==> config.mk <==
export PLATFORM = sky130hd
export DESIGN_NAME = multicycle_ctrl_fsm_flat
export DESIGN_NICKNAME = d
export VERILOG_FILES = /design/src/rtl/ctrl_pkg.sv /design/src/rtl/multicycle_ctrl_fsm_if.sv /design/src/rtl/ctrl_wait_timer.sv /design/src/rtl/multicycle_ctrl_fsm.sv /design/src/flat_wrapper.sv
export SDC_FILE = /design/constraint.sdc
export NUM_CORES = 1
export LEC_CHECK = 0
export ABC_AREA = 1
export CAP_MARGIN = 5
export CORE_ASPECT_RATIO = 0.5
export CORE_MARGIN = 8
export CORE_UTILIZATION = 56
export DETAILED_ROUTE_END_ITERATION = 7
export GPL_TIMING_DRIVEN = 0
export PLACE_DENSITY = 0.93
export SETUP_SLACK_MARGIN = 0.05
export SKIP_CTS_REPAIR_TIMING = 1
export SYNTH_ARGS = -nofsm -noshare
export SYNTH_HDL_FRONTEND = slang
export SYNTH_SLANG_ARGS = --single-unit
==> constraint.sdc <==
create_clock -name clk -period 2.65 [get_ports clk]
set_clock_uncertainty 0.1 [all_clocks]
set_input_delay 0.53 -clock clk [delete_from_list [all_inputs] [get_ports clk]]
set_output_delay 0.53 -clock clk [all_outputs]
set_load 0.1 [all_outputs]
==> src/rtl/ctrl_pkg.sv <==
// Shared encodings for the multicycle control FSM and the datapath control decoder.
package ctrl_pkg;

   localparam int unsigned STATE_W = 4;

   typedef enum logic [STATE_W-1:0] {
      S_FETCH     = 4'd0,
      S_DECODE    = 4'd1,
      S_MEM_ADR   = 4'd2,
      S_MEM_READ  = 4'd3,
      S_MEM_WB    = 4'd4,
      S_MEM_WRITE = 4'd5,
      S_EXECUTE_R = 4'd6,
      S_ALU_WB    = 4'd7,
      S_EXECUTE_I = 4'd8,
      S_BNEZ      = 4'd9,
      S_TRAP      = 4'd10
   } state_t;

   localparam int unsigned OP_RTYPE = 0;
   localparam int unsigned OP_ITYPE = 1;
   localparam int unsigned OP_MEM   = 2;
   localparam int unsigned OP_BNEZ  = 3;

   localparam int unsigned F3_LOAD  = 0;
   localparam int unsigned F3_STORE = 1;

   function automatic logic is_mem_state(input state_t s);
      return (s == S_FETCH) || (s == S_MEM_READ) || (s == S_MEM_WRITE);
   endfunction

endpackage

==> src/rtl/multicycle_ctrl_fsm_if.sv <==
// Control FSM boundary: IR fields and memory/stall inputs in, state and status out.
interface multicycle_ctrl_fsm_if
   import ctrl_pkg::*;
#(
   parameter int unsigned OP_W  = 2,
   parameter int unsigned F3_W  = 3,
   parameter int unsigned CNT_W = 32
);

   logic [OP_W-1:0]    op;
   logic [F3_W-1:0]    func_3;
   logic               mem_ready;
   logic               stall;
   logic               trap_clr;
   logic [STATE_W-1:0] state;
   logic               mem_req;
   logic               instr_done;
   logic               trap;
   logic               timeout_err;
   logic [CNT_W-1:0]   instr_count;

   modport master (
      output op, func_3, mem_ready, stall, trap_clr,
      input  state, mem_req, instr_done, trap, timeout_err, instr_count
   );

   modport slave (
      input  op, func_3, mem_ready, stall, trap_clr,
      output state, mem_req, instr_done, trap, timeout_err, instr_count
   );

endinterface

==> src/rtl/ctrl_wait_timer.sv <==
// Counts unanswered memory-wait cycles and flags a timeout at MEM_TIMEOUT (0 disables).
module ctrl_wait_timer #(
   parameter int unsigned MEM_TIMEOUT = 15
) (
   input  logic clk,
   input  logic reset,
   input  logic i_en,
   input  logic i_wait,
   input  logic i_state_chg,
   output logic o_timeout
);

   localparam int unsigned WAIT_W = (MEM_TIMEOUT == 0) ? 1 : $clog2(MEM_TIMEOUT + 1);

   logic [WAIT_W-1:0] r_wait_cnt;

   always_ff @(posedge clk or posedge reset) begin
      if (reset) begin
         r_wait_cnt <= '0;
      end else if (i_en) begin
         if (i_state_chg) begin
            r_wait_cnt <= '0;
         end else if (i_wait && (MEM_TIMEOUT != 0)) begin
            r_wait_cnt <= r_wait_cnt + WAIT_W'(1);
         end
      end
   end

   assign o_timeout = (MEM_TIMEOUT != 0) && i_wait && (r_wait_cnt == WAIT_W'(MEM_TIMEOUT));

endmodule

==> src/rtl/multicycle_ctrl_fsm.sv <==
// Registered multicycle RISC-V control FSM with memory handshake, timeout trap,
// global stall and retired-instruction counter.
module multicycle_ctrl_fsm
   import ctrl_pkg::*;
#(
   parameter int unsigned OP_W        = 2,
   parameter int unsigned F3_W        = 3,
   parameter int unsigned MEM_TIMEOUT = 15,
   parameter int unsigned CNT_W       = 32
) (
   input  logic                  clk,
   input  logic                  reset,
   multicycle_ctrl_fsm_if.slave  bus
);

   state_t           r_state;
   state_t           w_next;
   logic [CNT_W-1:0] r_instr_count;
   logic             r_timeout_err;
   logic [OP_W-1:0]  w_op;
   logic [F3_W-1:0]  w_f3;
   logic             w_mem_req;
   logic             w_wait;
   logic             w_timeout;
   logic             w_state_chg;
   logic             w_done;
   logic             w_run;

   assign w_op      = bus.op;
   assign w_f3      = bus.func_3;
   assign w_run     = !bus.stall;
   assign w_mem_req = is_mem_state(r_state);
   assign w_wait    = w_mem_req && !bus.mem_ready;

   ctrl_wait_timer #(
      .MEM_TIMEOUT (MEM_TIMEOUT)
   ) u_wait_timer (
      .clk         (clk),
      .reset       (reset),
      .i_en        (w_run),
      .i_wait      (w_wait),
      .i_state_chg (w_state_chg),
      .o_timeout   (w_timeout)
   );

   always_ff @(posedge clk or posedge reset) begin
      if (reset) begin
         r_state <= S_FETCH;
      end else if (w_run) begin
         r_state <= w_next;
      end
   end

   always_comb begin
      w_next = r_state;
      case (r_state)
         S_FETCH:     if (bus.mem_ready) w_next = S_DECODE;
         S_DECODE: begin
            if      (w_op == OP_W'(OP_RTYPE)) w_next = S_EXECUTE_R;
            else if (w_op == OP_W'(OP_ITYPE)) w_next = S_EXECUTE_I;
            else if (w_op == OP_W'(OP_MEM))   w_next = S_MEM_ADR;
            else if (w_op == OP_W'(OP_BNEZ))  w_next = S_BNEZ;
            else                              w_next = S_TRAP;
         end
         S_MEM_ADR: begin
            if      (w_f3 == F3_W'(F3_LOAD))  w_next = S_MEM_READ;
            else if (w_f3 == F3_W'(F3_STORE)) w_next = S_MEM_WRITE;
            else                              w_next = S_TRAP;
         end
         S_MEM_READ:  if (bus.mem_ready) w_next = S_MEM_WB;
         S_MEM_WRITE: if (bus.mem_ready) w_next = S_FETCH;
         S_MEM_WB:    w_next = S_FETCH;
         S_EXECUTE_R: w_next = S_ALU_WB;
         S_EXECUTE_I: w_next = S_ALU_WB;
         S_ALU_WB:    w_next = S_FETCH;
         S_BNEZ:      w_next = S_FETCH;
         S_TRAP:      if (bus.trap_clr) w_next = S_FETCH;
         default:     w_next = S_FETCH;
      endcase
      // Timeout only fires while waiting, so it overrides the "stay" branches above.
      if (w_timeout) begin
         w_next = S_TRAP;
      end
   end

   assign w_state_chg = (w_next != r_state);

   assign w_done = w_run &&
                   ((r_state == S_MEM_WB) || (r_state == S_ALU_WB) || (r_state == S_BNEZ) ||
                    ((r_state == S_MEM_WRITE) && bus.mem_ready));

   always_ff @(posedge clk or posedge reset) begin
      if (reset) begin
         r_instr_count <= '0;
         r_timeout_err <= 1'b0;
      end else if (w_run) begin
         if (w_done) begin
            r_instr_count <= r_instr_count + CNT_W'(1);
         end
         if (w_timeout) begin
            r_timeout_err <= 1'b1;
         end else if (bus.trap_clr) begin
            r_timeout_err <= 1'b0;
         end
      end
   end

   assign bus.state       = r_state;
   assign bus.mem_req     = w_mem_req;
   assign bus.instr_done  = w_done;
   assign bus.trap        = (r_state == S_TRAP);
   assign bus.timeout_err = r_timeout_err;
   assign bus.instr_count = r_instr_count;

endmodule

==> src/flat_wrapper.sv <==
// flat-port wrapper written by rule: the top's interface ports become plain ports
module multicycle_ctrl_fsm_flat import ctrl_pkg::*;
#(
   parameter int unsigned OP_W        = 2,
   parameter int unsigned F3_W        = 3,
   parameter int unsigned MEM_TIMEOUT = 15,
   parameter int unsigned CNT_W       = 32
)
  (clk, reset, bus_op, bus_func_3, bus_mem_ready, bus_stall, bus_trap_clr, bus_state, bus_mem_req, bus_instr_done, bus_trap, bus_timeout_err, bus_instr_count);
  multicycle_ctrl_fsm_if #(.OP_W(OP_W), .F3_W(F3_W), .CNT_W(CNT_W)) bus_i ();
  input  logic clk;
  input  logic reset;
  input wire logic [$bits(bus_i.op)-1:0] bus_op;
  input wire logic [$bits(bus_i.func_3)-1:0] bus_func_3;
  input wire logic [$bits(bus_i.mem_ready)-1:0] bus_mem_ready;
  input wire logic [$bits(bus_i.stall)-1:0] bus_stall;
  input wire logic [$bits(bus_i.trap_clr)-1:0] bus_trap_clr;
  output wire logic [$bits(bus_i.state)-1:0] bus_state;
  output wire logic [$bits(bus_i.mem_req)-1:0] bus_mem_req;
  output wire logic [$bits(bus_i.instr_done)-1:0] bus_instr_done;
  output wire logic [$bits(bus_i.trap)-1:0] bus_trap;
  output wire logic [$bits(bus_i.timeout_err)-1:0] bus_timeout_err;
  output wire logic [$bits(bus_i.instr_count)-1:0] bus_instr_count;
  assign bus_i.op = bus_op;
  assign bus_i.func_3 = bus_func_3;
  assign bus_i.mem_ready = bus_mem_ready;
  assign bus_i.stall = bus_stall;
  assign bus_i.trap_clr = bus_trap_clr;
  assign bus_state = bus_i.state;
  assign bus_mem_req = bus_i.mem_req;
  assign bus_instr_done = bus_i.instr_done;
  assign bus_trap = bus_i.trap;
  assign bus_timeout_err = bus_i.timeout_err;
  assign bus_instr_count = bus_i.instr_count;
  multicycle_ctrl_fsm #(.OP_W(OP_W), .F3_W(F3_W), .MEM_TIMEOUT(MEM_TIMEOUT), .CNT_W(CNT_W)) u_core (.clk(clk), .reset(reset), .bus(bus_i));
endmodule
[Word-level counts from Yosys, hierarchy flattened]
Cells that the tools add are included.
Operators by class
  divide/modulo/power cells: 0
  add/sub/neg operators: 2
  mux-type cells: 16
  bitwise operators: 1
  $mul: 0
  $lt $le $gt $ge: 0
  shift operators: 0
  eq/ne operators: 16
  reduce and logical (&&, ||, !) cells: 20
Operator list (count)
  2-to-1 mux 4 bit: 12
  adder 32 x 1 -> 32 bit (second input constant): 1
  case mux 4 bit (7 select lines): 1
  equality test 4 x 3 -> 1 bit (second input constant): 4
  equality test 4 bit (second input constant): 4
  equality test 4 x 2 -> 1 bit (second input constant): 2
  AND reduction 2 bit: 3
  logical OR 1 bit: 5
  adder 4 x 1 -> 4 bit (second input constant): 1
  equality test 2 bit (second input constant): 2
  equality test 4 x 1 -> 1 bit (second input constant): 1
  logical AND 1 bit: 4
  zero test 4 bit: 1
  != test 4 bit: 1
  nonzero test 2 bit: 2
  equality test 3 x 1 -> 1 bit (second input constant): 1
  zero test 3 bit: 1
  equality test 2 x 1 -> 1 bit (second input constant): 1
  zero test 1 bit: 2
  zero test 2 bit: 1
  2-to-1 mux 1 bit: 2
  2-to-1 mux 2 bit: 1
  OR reduction 2 bit: 1
  NOT 1 bit: 1
Word-level totals
  memories kept: 0
  bits in writable memories: 0
  register bits after elaboration: 41
  output and inout port bits: 40
  bits of input ports: 10
  word-level logic and storage cells: 59
  ROM bits: 0
  latch bits: 0

[Longest topological paths before layout]
  depth in word-level cells: 10
  gate-level depth with buffers: 13

[Cells and area by module]
From an unflattened synthesis, not the netlist that was laid out.
Second synthesis, totals
  cells, all modules: 386
  area, all modules: 2781.4 µm²
Modules (own cells, without submodules)
  multicycle_ctrl_fsm: times used 1, area each 2536.2 µm², cells an instance 355
  ctrl_wait_timer: times used 1, area each 245.2 µm², cells an instance 31

[Worst setup path after synthesis]
OpenSTA, ideal clock, no wires.
  kind: register to register
  start point: register u_core.r_state[1] (netlist: u_core.bus.state[1])
  end point: register u_core.u_wait_timer.r_wait_cnt[0]
  library setup time: 65 ps
  setup slack: -892 ps
  required time: 2485 ps
  cell stages (with the launch flop): 11
  data arrival time: 3377 ps
  path through: dfrtp_1 nand2_1 nor2_1 nand2_1 nand2_1 nor2_1 nand3_1 nand2_1 nor2_2 nand4_1 nand2_1
On the way
  elaborated cells between the ends (all ways): 23
  those cells by class: eq/ne (8); mux (7); reduce/logical (8)
RTL lines
  start, declared: line multicycle_ctrl_fsm.sv:16  | state_t r_state;
  start signal, assigned: line multicycle_ctrl_fsm.sv:50  | r_state <= w_next;
  equality test 4 bit (*)
  named net bus_trap: line flat_wrapper.sv:21  | output wire logic [$bits(bus_i.trap)-1:0] bus_trap;
  case mux 4 bit (7 select lines) (*): line multicycle_ctrl_fsm.sv:56  | case (r_state)
  2-to-1 mux 4 bit (*): line multicycle_ctrl_fsm.sv:81  | if (w_timeout) begin
  != test 4 bit (*): line multicycle_ctrl_fsm.sv:86  | assign w_state_chg = (w_next != r_state);
  nonzero test 2 bit (no line)
  AND reduction 2 bit (no line)
  end signal, assigned: line ctrl_wait_timer.sv:24  | r_wait_cnt <= r_wait_cnt + WAIT_W'(1);
  end, declared: line ctrl_wait_timer.sv:15  | logic [WAIT_W-1:0] r_wait_cnt;
The timed path passes the listed nets; every way through them passes the cells marked *.
A chain may end at the register's enable or synchronous reset.

[Worst setup path after layout]
  start point: register u_core.r_instr_count[14] (netlist: u_core.bus.instr_count[14])
  end point: output bus_instr_count[14]
RTL lines
  start, declared: line multicycle_ctrl_fsm.sv:18  | logic [CNT_W-1:0] r_instr_count;
  start signal, assigned: line multicycle_ctrl_fsm.sv:98  | r_instr_count <= r_instr_count + CNT_W'(1);
  end, declared: line flat_wrapper.sv:23  | output wire logic [$bits(bus_i.instr_count)-1:0] bus_instr_count;
No word-level cell between the ends.

==> impl_metrics.yaml <==
outcome:
  status: "completed"
worst_setup_path:
  rr_startpoint: "u_core.bus.instr_count[0]"
  path_class: "reg -> out"
  path_cells: "clkdlybuf4s50_1"
  r2r_cells: 9
  startpoint_type: "flop"
  arrival_ns: 1.92
  crit_required_ns: 2.02
  reg2reg_to: "u_core.bus.instr_count[24]"
  critPathSlowestCell: "clkdlybuf4s50_1"
  critPathBufInv: 1
  cpLargestDelayFamily: "buffers and inverters"
  critPathMaxFanout: 6
  cp-end-kind: "output port"
  max_stage_delay_ns: 1.18
  r2r_slack_ns: 0.65
route:
  finalWirelength_um: 6270
  drtAntennaViolNets: 0
  vias: 2437
  firstDrtPassIters: 6
  routedWlPerCell_um: 14.2
  drc: 0
  first_iter_violations: 203
  detail_route.vias_per_cell: 5.50
synth:
  syn_area_per_cell_um2: 7.51
  yosysSeqAreaShare_pct: 41.5
  yosysMostFrequentCell: "nand2_1"
  synth.net_count: 341
  ys_ff_latch: 41
  synth.distinct_cells: 26
  synth_area_leaders: "dfrtp_1 41%, nand2_1 15%, xor2_1 6.7%"
  synth_edf_count: 0
  synth-async-reset-ratio_pct: 100
  ys.flop_type: "dfrtp_1"
  synth_warnings: 0
  synth_area_leader_cell: "dfrtp_1"
  yosys.area.top_type_share_pct: 41.5
  synthTopCellsByCount: "101 x nand2_1, 41 x dfrtp_1, 39 x nor2_1, 29 x inv_1, 27 x nand3_1"
  syn-instance-count: 329
  synth_area_mm2: 0.00247
timing:
  setup_viol: 0
  period_minus_slack_ns: 2.55
  fin_ws_ns: 0.0973
  min_period_over_period_pct: 96.3
  worst_pin_slew_ns: 0.997
  fin_setup_tns_ns: 0
  fmax_mhz: 392
  max_slew_margin_pct: 33.3
  rsz0062_at_grt: "false"
  hold_violations: 0
  drv_slew: 0
  fin_hold_ws_ns: 0.403
pwr:
  power-per-cell-area_mw_per_mm2: 926
  vdd_drop_max_mv: 0.977
  p_leak_nw: 1.57
  p_total_mw: 2.96
place:
  placement.io_buffers: 49
  gp_congestion: 0.967
  preCtsSetupSlack_ns: -0.964
  dpl_cell_area_mm2: 0.00305
  hpwl_um: 4790
finish:
  fillers: 299
  fin_nets: 397
  register_area_mm2: 0.00103
  area_growth_pct: 29.3
  drive_above_1_share_pct: 10.1
  antenna_cells: 0
  multi_input_area_mm2: 0.00133
  stdcell_area_mm2: 0.00320
die:
  die_area_mm2: 0.00693
  start_util_pct: 57.3
  core_mm2: 0.00432
  die_x_um: 110
  die_h_um: 63.0
  ioPinCount: 50
  rows: 17
worst_hold_path:
  holdPathStages: 1
  whs_endpoint: "u_core.bus.instr_count[12]"
  worstHoldStart: "u_core.bus.instr_count[12]"
  hold_path.class: "reg -> reg"
run:
  maxCapViolCount: 0
clock_network:
  cts-root-buf: "clkbuf_8"
  cts.sink_count: 41
  cts_buffers: 5
  cts_tree: "yes"
  insertion_delay_ns: 0.29
  ctsLongestPathBuffers: 2
  h-tree-depth: 2
  clk_pin_slew_ns: 0.07
global_routing:
  grt_pass1_vias: 2352
  grt_max_degree: 42
  overflow: 0
  grt_pass1_wl_um: 10400
  antenna_found_initial: 0
  grt_usage_pct: 18.2
==> state kept, by name, summed over array words and instances (netlist names) <==
signal,cells
u_core.bus.instr_count,32
u_core.bus.state,4
u_core.u_wait_timer.r_wait_cnt,4
u_core.bus.timeout_err,1
==> area by class of cell <==
cell class                      count  share of cell area [%]
Buffer                              2                   0.705
Clock buffer                        7                    2.70
Clock inverter                      1                   0.939
Inverter                           32                    3.84
Multi-Input combinational cell    254                    41.4
Sequential cell                    41                    32.3
Tap cell                           57                    2.23
Timing Repair Buffer               49                    15.9
==> how the worst max path moves through the flow <==
stage                               startpoint                          to  cells past startpoint
finish              u_core.bus.instr_count[14]         bus_instr_count[14]                      1
global route        u_core.bus.instr_count[14]         bus_instr_count[14]                      1
CTS                              bus_mem_ready              bus_instr_done                      7
detailed placement               bus_mem_ready              bus_instr_done                      7
global placement                 bus_mem_ready              bus_instr_done                      7
floorplan            u_core.bus.instr_count[0]  u_core.bus.instr_count[24]                      9
==> placed cells by master (no fill, tap or decap) <==
cell type / count
nor3b_1: 1
o21ai_0: 8
clkbuf_8: 6
dlymetal6s2s_1: 5
clkbuf_2: 1
dfrtp_2: 4
nor2_1: 38
inv_4: 1
nand3b_1: 1
nor2_2: 8
o22ai_1: 1
inv_2: 4
buf_6: 2
nor2_4: 3
nand3_2: 2
clkbuf_1: 1
dfrtp_1: 37
nor3_2: 2
xor2_1: 19
bufinv_16: 1
nand3_4: 1
and3_1: 1
ha_1: 2
inv_1: 27
clkdlybuf4s50_1: 42
or2_2: 1
xnor2_1: 13
nand2_2: 2
nand2_1: 100
nand4_1: 13
buf_12: 1
nor3_1: 10
nor4_1: 2
nand3_1: 26
==> through the flow <==
stage               utilization (%)  std cells
global placement               70.7        435
floorplan                         -        329
global route                   74.0        443
finish                         74.0        443
detailed placement             70.7        435
CTS                            73.4        443
==> kinds of logic (layout without fill, tap and decap cells) <==
family	count (synthesis)	in the layout	synth area share, %
adder cells (fa/ha/maj)	2	2	1.01
AO/OA/AOI/OAI	9	9	1.87
buffers and inverters	34	91	5.52
AND/OR/NAND/NOR	211	211	38.8
XOR/XNOR	32	32	11.3
flip-flops	41	41	41.5
==> routing by layer <==
| layer | global-route usage, % | share of wire, % |
|---|---|---|
| met2 | 30.9 | 50 |
| met4 | 6.01 | 1.1 |
| met5 | 0 | 0 |
| met3 | 4.01 | 6.8 |
| met1 | 21.9 | 42 |
==> report_power, final <==
part           internal, mW  switching (mW)
Combinational         0.381            1.21
Sequential            0.720           0.138
Clock                 0.307           0.204
Total                  1.41            1.55
Power figures use the tool's default switching activity.
